## config.mk

```make
export PLATFORM = sky130hd
export DESIGN_NAME = i2s_tx_stream
export DESIGN_NICKNAME = d
export VERILOG_FILES = /design/src/rtl/audio_pkg.sv /design/src/rtl/i2s_clkgen.sv /design/src/rtl/i2s_tx_stream.sv
export SDC_FILE = /design/constraint.sdc
export NUM_CORES = 1
export LEC_CHECK = 0
export BUFFER_PORTS_ARGS = -buffer_cell sky130_fd_sc_hd__buf_4
export CELL_PAD_IN_SITES_DETAIL_PLACEMENT = 1
export CELL_PAD_IN_SITES_GLOBAL_PLACEMENT = 1
export CORE_ASPECT_RATIO = 2
export CORE_MARGIN = 8
export CORE_UTILIZATION = 52
export DETAILED_ROUTE_END_ITERATION = 8
export PLACE_DENSITY = 0.9
export SKIP_CTS_REPAIR_TIMING = 1
export SYNTH_ARGS = -nofsm -noshare
export SYNTH_HDL_FRONTEND = slang
export SYNTH_SLANG_ARGS = --single-unit
```

## constraint.sdc

```tcl
create_clock -name clk -period 6.6 [get_ports clk]
set_input_delay 0.33 -clock clk [delete_from_list [all_inputs] [get_ports clk]]
set_output_delay 0.33 -clock clk [all_outputs]
set_load 0.02 [all_outputs]
```

## src/rtl/audio_pkg.sv

```systemverilog
// Shared audio constants and sample type for the note-generation and I2S transmit stages.
// The SOFT_MUTE_EN build uses attenuate() for the mute ramp.
package audio_pkg;
  localparam int SAMPLE_W = 16;
  localparam int CNT_W    = 10;
  localparam int SLOT_W   = 5;
  localparam int SLOT_MSB = 1;
  localparam int SLOT_LSB = 16;

  typedef struct packed {
    logic [SAMPLE_W-1:0] left;
    logic [SAMPLE_W-1:0] right;
  } stereo_sample_t;

  // Arithmetic right shift by the attenuation step; full attenuation is hard silence.
  function automatic logic [SAMPLE_W-1:0] attenuate(input logic [SAMPLE_W-1:0] s,
                                                    input logic [3:0] a);
    logic signed [SAMPLE_W-1:0] ss;
    ss = s;
    if (a == 4'd15) return '0;
    return ss >>> a;
  endfunction
endpackage

```

## src/rtl/i2s_clkgen.sv

```systemverilog
// Free-running frame counter for the I2S transmitter: MCLK/SCK/LRCK taps, frame boundary and
// sdin update strobes, and the position (LRCK half + slot) that the next SCK period will carry.
module i2s_clkgen
  import audio_pkg::*;
(
  input  logic                clk,
  input  logic                rst,
  output logic                mclk,
  output logic                sck,
  output logic                lrck,
  output logic                boundary,
  output logic                sdin_update,
  output logic                frame_start,
  output logic [SLOT_W:0]     next_pos
);
  logic [CNT_W-1:0] cnt;
  logic             frame_start_q;

  always_ff @(posedge clk or posedge rst) begin
    if (rst) begin
      cnt           <= '0;
      frame_start_q <= 1'b0;
    end else begin
      cnt           <= cnt + 1'b1;
      frame_start_q <= boundary;
    end
  end

  assign mclk        = cnt[1];
  assign sck         = cnt[3];
  assign lrck        = cnt[CNT_W-1];
  assign boundary    = &cnt;
  assign sdin_update = &cnt[3:0];
  // Registered so the pulse is high while cnt==0 yet stays low throughout reset.
  assign frame_start = frame_start_q;
  // {lrck, slot} of the SCK period that starts after the current one; wraps 63 -> 0 at the boundary.
  assign next_pos    = cnt[CNT_W-1:4] + 1'b1;
endmodule

```

## src/rtl/i2s_tx_stream.sv

```systemverilog
// Stereo PCM to I2S serialiser for the CS4344: pending buffer, per-frame shadow and bit mux.
// Build option SOFT_MUTE_EN: mute ramps via a 4-bit attenuation register instead of hard zero.
module i2s_tx_stream
  import audio_pkg::*;
(
  input  logic                clk,
  input  logic                rst,
  input  logic                in_valid,
  output logic                in_ready,
  input  logic [SAMPLE_W-1:0] in_left,
  input  logic [SAMPLE_W-1:0] in_right,
  input  logic                mute,
  output logic                audio_mclk,
  output logic                audio_sck,
  output logic                audio_lrck,
  output logic                audio_sdin,
  output logic                frame_start,
  output logic                underrun
);
  // Handshake: a sample transfers on any clk edge where in_valid & in_ready; in_ready is
  // !pend_full straight from the register, and in_valid/data must hold until that edge.
  logic           boundary, sdin_update;
  logic [SLOT_W:0] next_pos;
  logic           pend_full, accept, sdin_q, bit_nxt;
  stereo_sample_t pend_q, last_q, shadow_q, src, loaded;
  logic [SAMPLE_W-1:0] word;
  logic [SLOT_W-1:0]   slot;
  logic [3:0]          bit_idx;

  i2s_clkgen u_clkgen (
    .clk         (clk),
    .rst         (rst),
    .mclk        (audio_mclk),
    .sck         (audio_sck),
    .lrck        (audio_lrck),
    .boundary    (boundary),
    .sdin_update (sdin_update),
    .frame_start (frame_start),
    .next_pos    (next_pos)
  );

  assign in_ready = !pend_full;
  assign accept   = in_valid && in_ready;
  assign underrun = boundary && !pend_full;
  // On underrun the last unscaled sample is replayed so mute still applies to it.
  assign src      = pend_full ? pend_q : last_q;

`ifdef SOFT_MUTE_EN
  logic [3:0] atten_q, atten_nxt;

  always_comb begin
    atten_nxt = atten_q;
    if (mute && atten_q != 4'd15)       atten_nxt = atten_q + 4'd1;
    else if (!mute && atten_q != 4'd0)  atten_nxt = atten_q - 4'd1;
    loaded.left  = attenuate(src.left,  atten_nxt);
    loaded.right = attenuate(src.right, atten_nxt);
  end

  always_ff @(posedge clk or posedge rst) begin
    if (rst)           atten_q <= 4'd0;
    else if (boundary) atten_q <= atten_nxt;
  end
`else
  assign loaded = mute ? '0 : src;
`endif

  always_ff @(posedge clk or posedge rst) begin
    if (rst) begin
      pend_full <= 1'b0;
      pend_q    <= '0;
      last_q    <= '0;
      shadow_q  <= '0;
    end else begin
      if (boundary) begin
        shadow_q <= loaded;
        last_q   <= src;
      end
      if (boundary && pend_full) pend_full <= 1'b0;
      else if (accept)           pend_full <= 1'b1;
      if (accept) pend_q <= {in_left, in_right};
    end
  end

  // Slot 0 is the I2S one-bit delay; slots 1..16 carry MSB..LSB; the rest pad with zeros.
  always_comb begin
    slot    = next_pos[SLOT_W-1:0];
    word    = next_pos[SLOT_W] ? shadow_q.right : shadow_q.left;
    bit_idx = 4'(SAMPLE_W - int'(slot));
    bit_nxt = 1'b0;
    if (int'(slot) >= SLOT_MSB && int'(slot) <= SLOT_LSB) bit_nxt = word[bit_idx];
  end

  always_ff @(posedge clk or posedge rst) begin
    if (rst)              sdin_q <= 1'b0;
    else if (sdin_update) sdin_q <= bit_nxt;
  end

  assign audio_sdin = sdin_q;
endmodule

```

==> impl_metrics.csv <==
group,metric,value,unit
outcome,status,"finished, final reports clean",
timing,clock-skew-final,6.11,ps
synth,synth.distinct_cells,42,
cts,clkLatencyLatePin,340,ps
global_route,grt_pass1_wl,19500,um
timing,drv_slew,0,
global_route,antenna_found_initial,0,
placement,io_buffer_count,42,
global_route,grt_max_degree,66,
floorplanning,die_area,13100,um2
setup_path,start_kind,"flop",
finish,nets,470,
setup_path,critical_path.reg2reg.endpoint,"last_q[26]",
floorplanning,row_count,50,
finish,syn2layout_area_growth,13.8,%
timing,worst_slew_pin_slew,810,ps
setup_path,reg2reg_setup_slack,2950,ps
timing,finalCriticalPeriod,3650,ps
job,cap_violations,0,
cts,cts_tree,"yes",
setup_path,max_stage_delay,730,ps
setup_path,criticalPathCategory,"reg2reg",
routing,ant_nets,0,
timing,relSlewSlack,46.0,%
setup_path,cp.depth,8,
routing,vias_per_cell,6.04,
timing,fmax,274,MHz
floorplanning,die_h,154,um
timing,hold_viol,0,
setup_path,crit_arrival,3860,ps
floorplanning,fp.dieW,85.0,um
synth,ys_ff_latch,109,
routing,drt-total-wl,11600,um
routing,wl_per_cell,21.4,um
setup_path,cp-end-kind,"flop",
finish,drive_above_1_share,25.3,%
synth,syn_nets,440,
power_and_ir_drop,peakVddDrop,0.224,mV
cts,cts_made_buffers,9,
timing,rsz0062_at_grt,"no",
cts,clkSlewWorstSetupHoldPaths,70,ps
setup_path,rr_startpoint,"u_clkgen.cnt[4]",
setup_path,critPathBufInv,2,
synth,ys_seq_area_share,55.1,%
power_and_ir_drop,p_per_area,276,nW/um2
synth,synth_area,4950,um2
cts,htree_levels,3,
global_route,grt_pass1_vias,3701,
routing,num_vias,3255,
synth,synth.avg_cell_area,12.4,um2
setup_path,worst_path_most_repeated_cell,"buf_4",
routing,drc_errors,0,
setup_path,critPathSlowestCell,"dfrtp_1",
finish,diodes,0,
setup_path,cp-startpoint,"u_clkgen.cnt[4]",
global_route,grt_usage,19.1,%
finish,postLayoutCoreUtil,60.5,%
routing,drtPass1Iterations,4,
setup_path,path_cells,"ha_1 > nand4_1 > nor2_1 > nand3_2 > buf_4 > nor2_2 > buf_4 > mux2_1",
setup_path,crit_required,6820,ps
setup_path,crit_family,"simple AND/OR/NAND/NOR gates",
cts,clockBufferDepth,2,
global_route,overflow,0,
timing,setup_violations,0,
synth,yosysWarnings,0,
timing,tns,0,ps
cts,cts.sinks,109,
setup_path,r2r_cells,8,
hold_path,hold_class,"in2async",
floorplanning,start_util,53.2,%
power_and_ir_drop,p_leak,2.81,nW
synth,syn_inst,401,
placement,routabilityCongestion,0.936,
timing,period_share,55.3,%
placement,dp_hpwl,8010,um
synth,synth-edff-count,0,
synth,postSynth.asyncResetShare,100,%
floorplanning,ios,43,
finish,fillers,896,
setup_path,critPathMaxFanout,37,
floorplanning,coreArea,9320,um2
synth,synthFlopType,"dfrtp_1",
routing,drt_iter0_markers,140,
cts,root_buffer,"clkbuf_16",
-- area by class of cell --
type | instances | area (um2) | share of cell area, %
multi-input cells | 255 | 2080 | 36.9
well taps | 104 | 130 | 2.31
clock buffers | 12 | 267 | 4.73
repair buffers | 47 | 353 | 6.26
inverters | 9 | 36.3 | 0.644
clock inverters | 3 | 43.8 | 0.777
flip-flops and latches | 109 | 2730 | 48.4
-- worst reg2reg max path, stage by stage, from the launching register on --
cell	delay, ps
dfrtp_1	730
ha_1	370
nand4_1	170
nor2_1	230
nand3_2	590
buf_4	500
nor2_2	120
buf_4	410
mux2_1	410
-- report_power, final --
part / internal (W) / switching (W) / total [W]
clock: 0.000323 / 0.000227 / 0.000550
sequential: 0.000745 / 0.0000678 / 0.000813
combinational: 0.000106 / 0.0000860 / 0.000192
total: 0.00117 / 0.000381 / 0.00155
-- worst max path at each step --
stage and to:
2_1_floorplan audio_sdin, 3_3_place_gp last_q[30], 3_5_place_dp last_q[17], 4_1_cts last_q[26]
5_1_grt last_q[25], 6_report last_q[26]
-- sequential cells by signal, indices dropped and copies added (netlist names) --
name	flops
last_q	32
audio_sdin	1
shadow_q	32
u_clkgen.cnt	10
pend_q	32
pend_full	1
u_clkgen.frame_start	1
-- synthesized netlist by cell type (2+ instances only) --
| master | instances | share of area (%) |
|---|---|---|
| ha_1 | 3 | 0.76 |
| nor2b_1 | 2 | 0.25 |
| nor2_1 | 16 | 1.2 |
| nand4_1 | 2 | 0.25 |
| xnor2_1 | 5 | 0.88 |
| or3_1 | 3 | 0.38 |
| o21ai_0 | 7 | 0.71 |
| inv_1 | 9 | 0.68 |
| nand3_1 | 6 | 0.61 |
| xor2_1 | 5 | 0.88 |
| mux2_1 | 31 | 7.0 |
| mux2i_1 | 35 | 7.1 |
| o31ai_1 | 31 | 4.7 |
| mux2_2 | 37 | 8.4 |
| nand2_1 | 34 | 2.6 |
| nor3_1 | 5 | 0.50 |
| clkbuf_1 | 22 | 1.7 |
| buf_6 | 2 | 0.45 |
| buf_2 | 3 | 0.30 |
| o311ai_1 | 2 | 0.35 |
| dfrtp_1 | 109 | 55 |
| a21oi_1 | 7 | 0.71 |
| o22ai_1 | 4 | 0.50 |
| and3_4 | 2 | 0.45 |
| a211oi_1 | 2 | 0.30 |
-- kinds of logic (layout without fill, tap and decap cells) --
| family | count (synthesis) | in the layout | share of synthesized area, % |
|---|---|---|---|
| buffers and inverters | 37 | 71 | 3.18 |
| adders and majority gates | 3 | 3 | 0.758 |
| AOI/OAI and AO/OA | 64 | 64 | 9.32 |
| DFF | 109 | 109 | 55.1 |
| and+or+nand+nor | 74 | 74 | 6.84 |
| xor gates and xnor gates | 11 | 11 | 2.32 |
| muxes | 103 | 103 | 22.5 |
-- placed cells by master (no fill, tap or decap), drive strengths merged, types with 2 or more instances in the layout --
| cell type | instances |
|---|---|
| nor3 | 5 |
| mux2 | 68 |
| nand2 | 34 |
| o22ai | 4 |
| nor2 | 16 |
| clkbuf | 12 |
| nor2b | 2 |
| nand4 | 2 |
| xnor2 | 6 |
| dfrtp | 109 |
| nand3 | 6 |
| buf | 47 |
| xor2 | 5 |
| inv | 9 |
| or3 | 3 |
| o31ai | 31 |
| clkinv | 2 |
| a2111oi | 2 |
| o311ai | 2 |
| a211oi | 3 |
| o21ai | 8 |
| ha | 3 |
| mux2i | 35 |
| and3 | 2 |
| a21oi | 7 |
-- layer usage --
metal | wire length, um | share of wire (%) | GRT usage, % | vias up
met5 | 0 | 0 | 0 | -
met4 | 375 | 3.2 | 9.42 | 0
met3 | 300 | 2.6 | 3.63 | 21
met2 | 6540 | 57 | 35.0 | 57
met1 | 4340 | 38 | 20.0 | 1682
li1 | - | - | - | 1495
-- through the flow --
stage	hold slack (ps)	worst slack, ps	cell area (um2)	std cells	power (W)
after floorplan	441	3400	4950	401	0.000937
after global placement	423	3260	5330	524	0.000996
after detailed placement	436	3030	5330	524	0.00102
after CTS	62.4	2980	5640	539	0.00157
after global routing	103	2720	5640	539	0.00162
final	43.9	2950	5640	539	0.00155
Note: power is estimated with default switching activity, not from simulation.
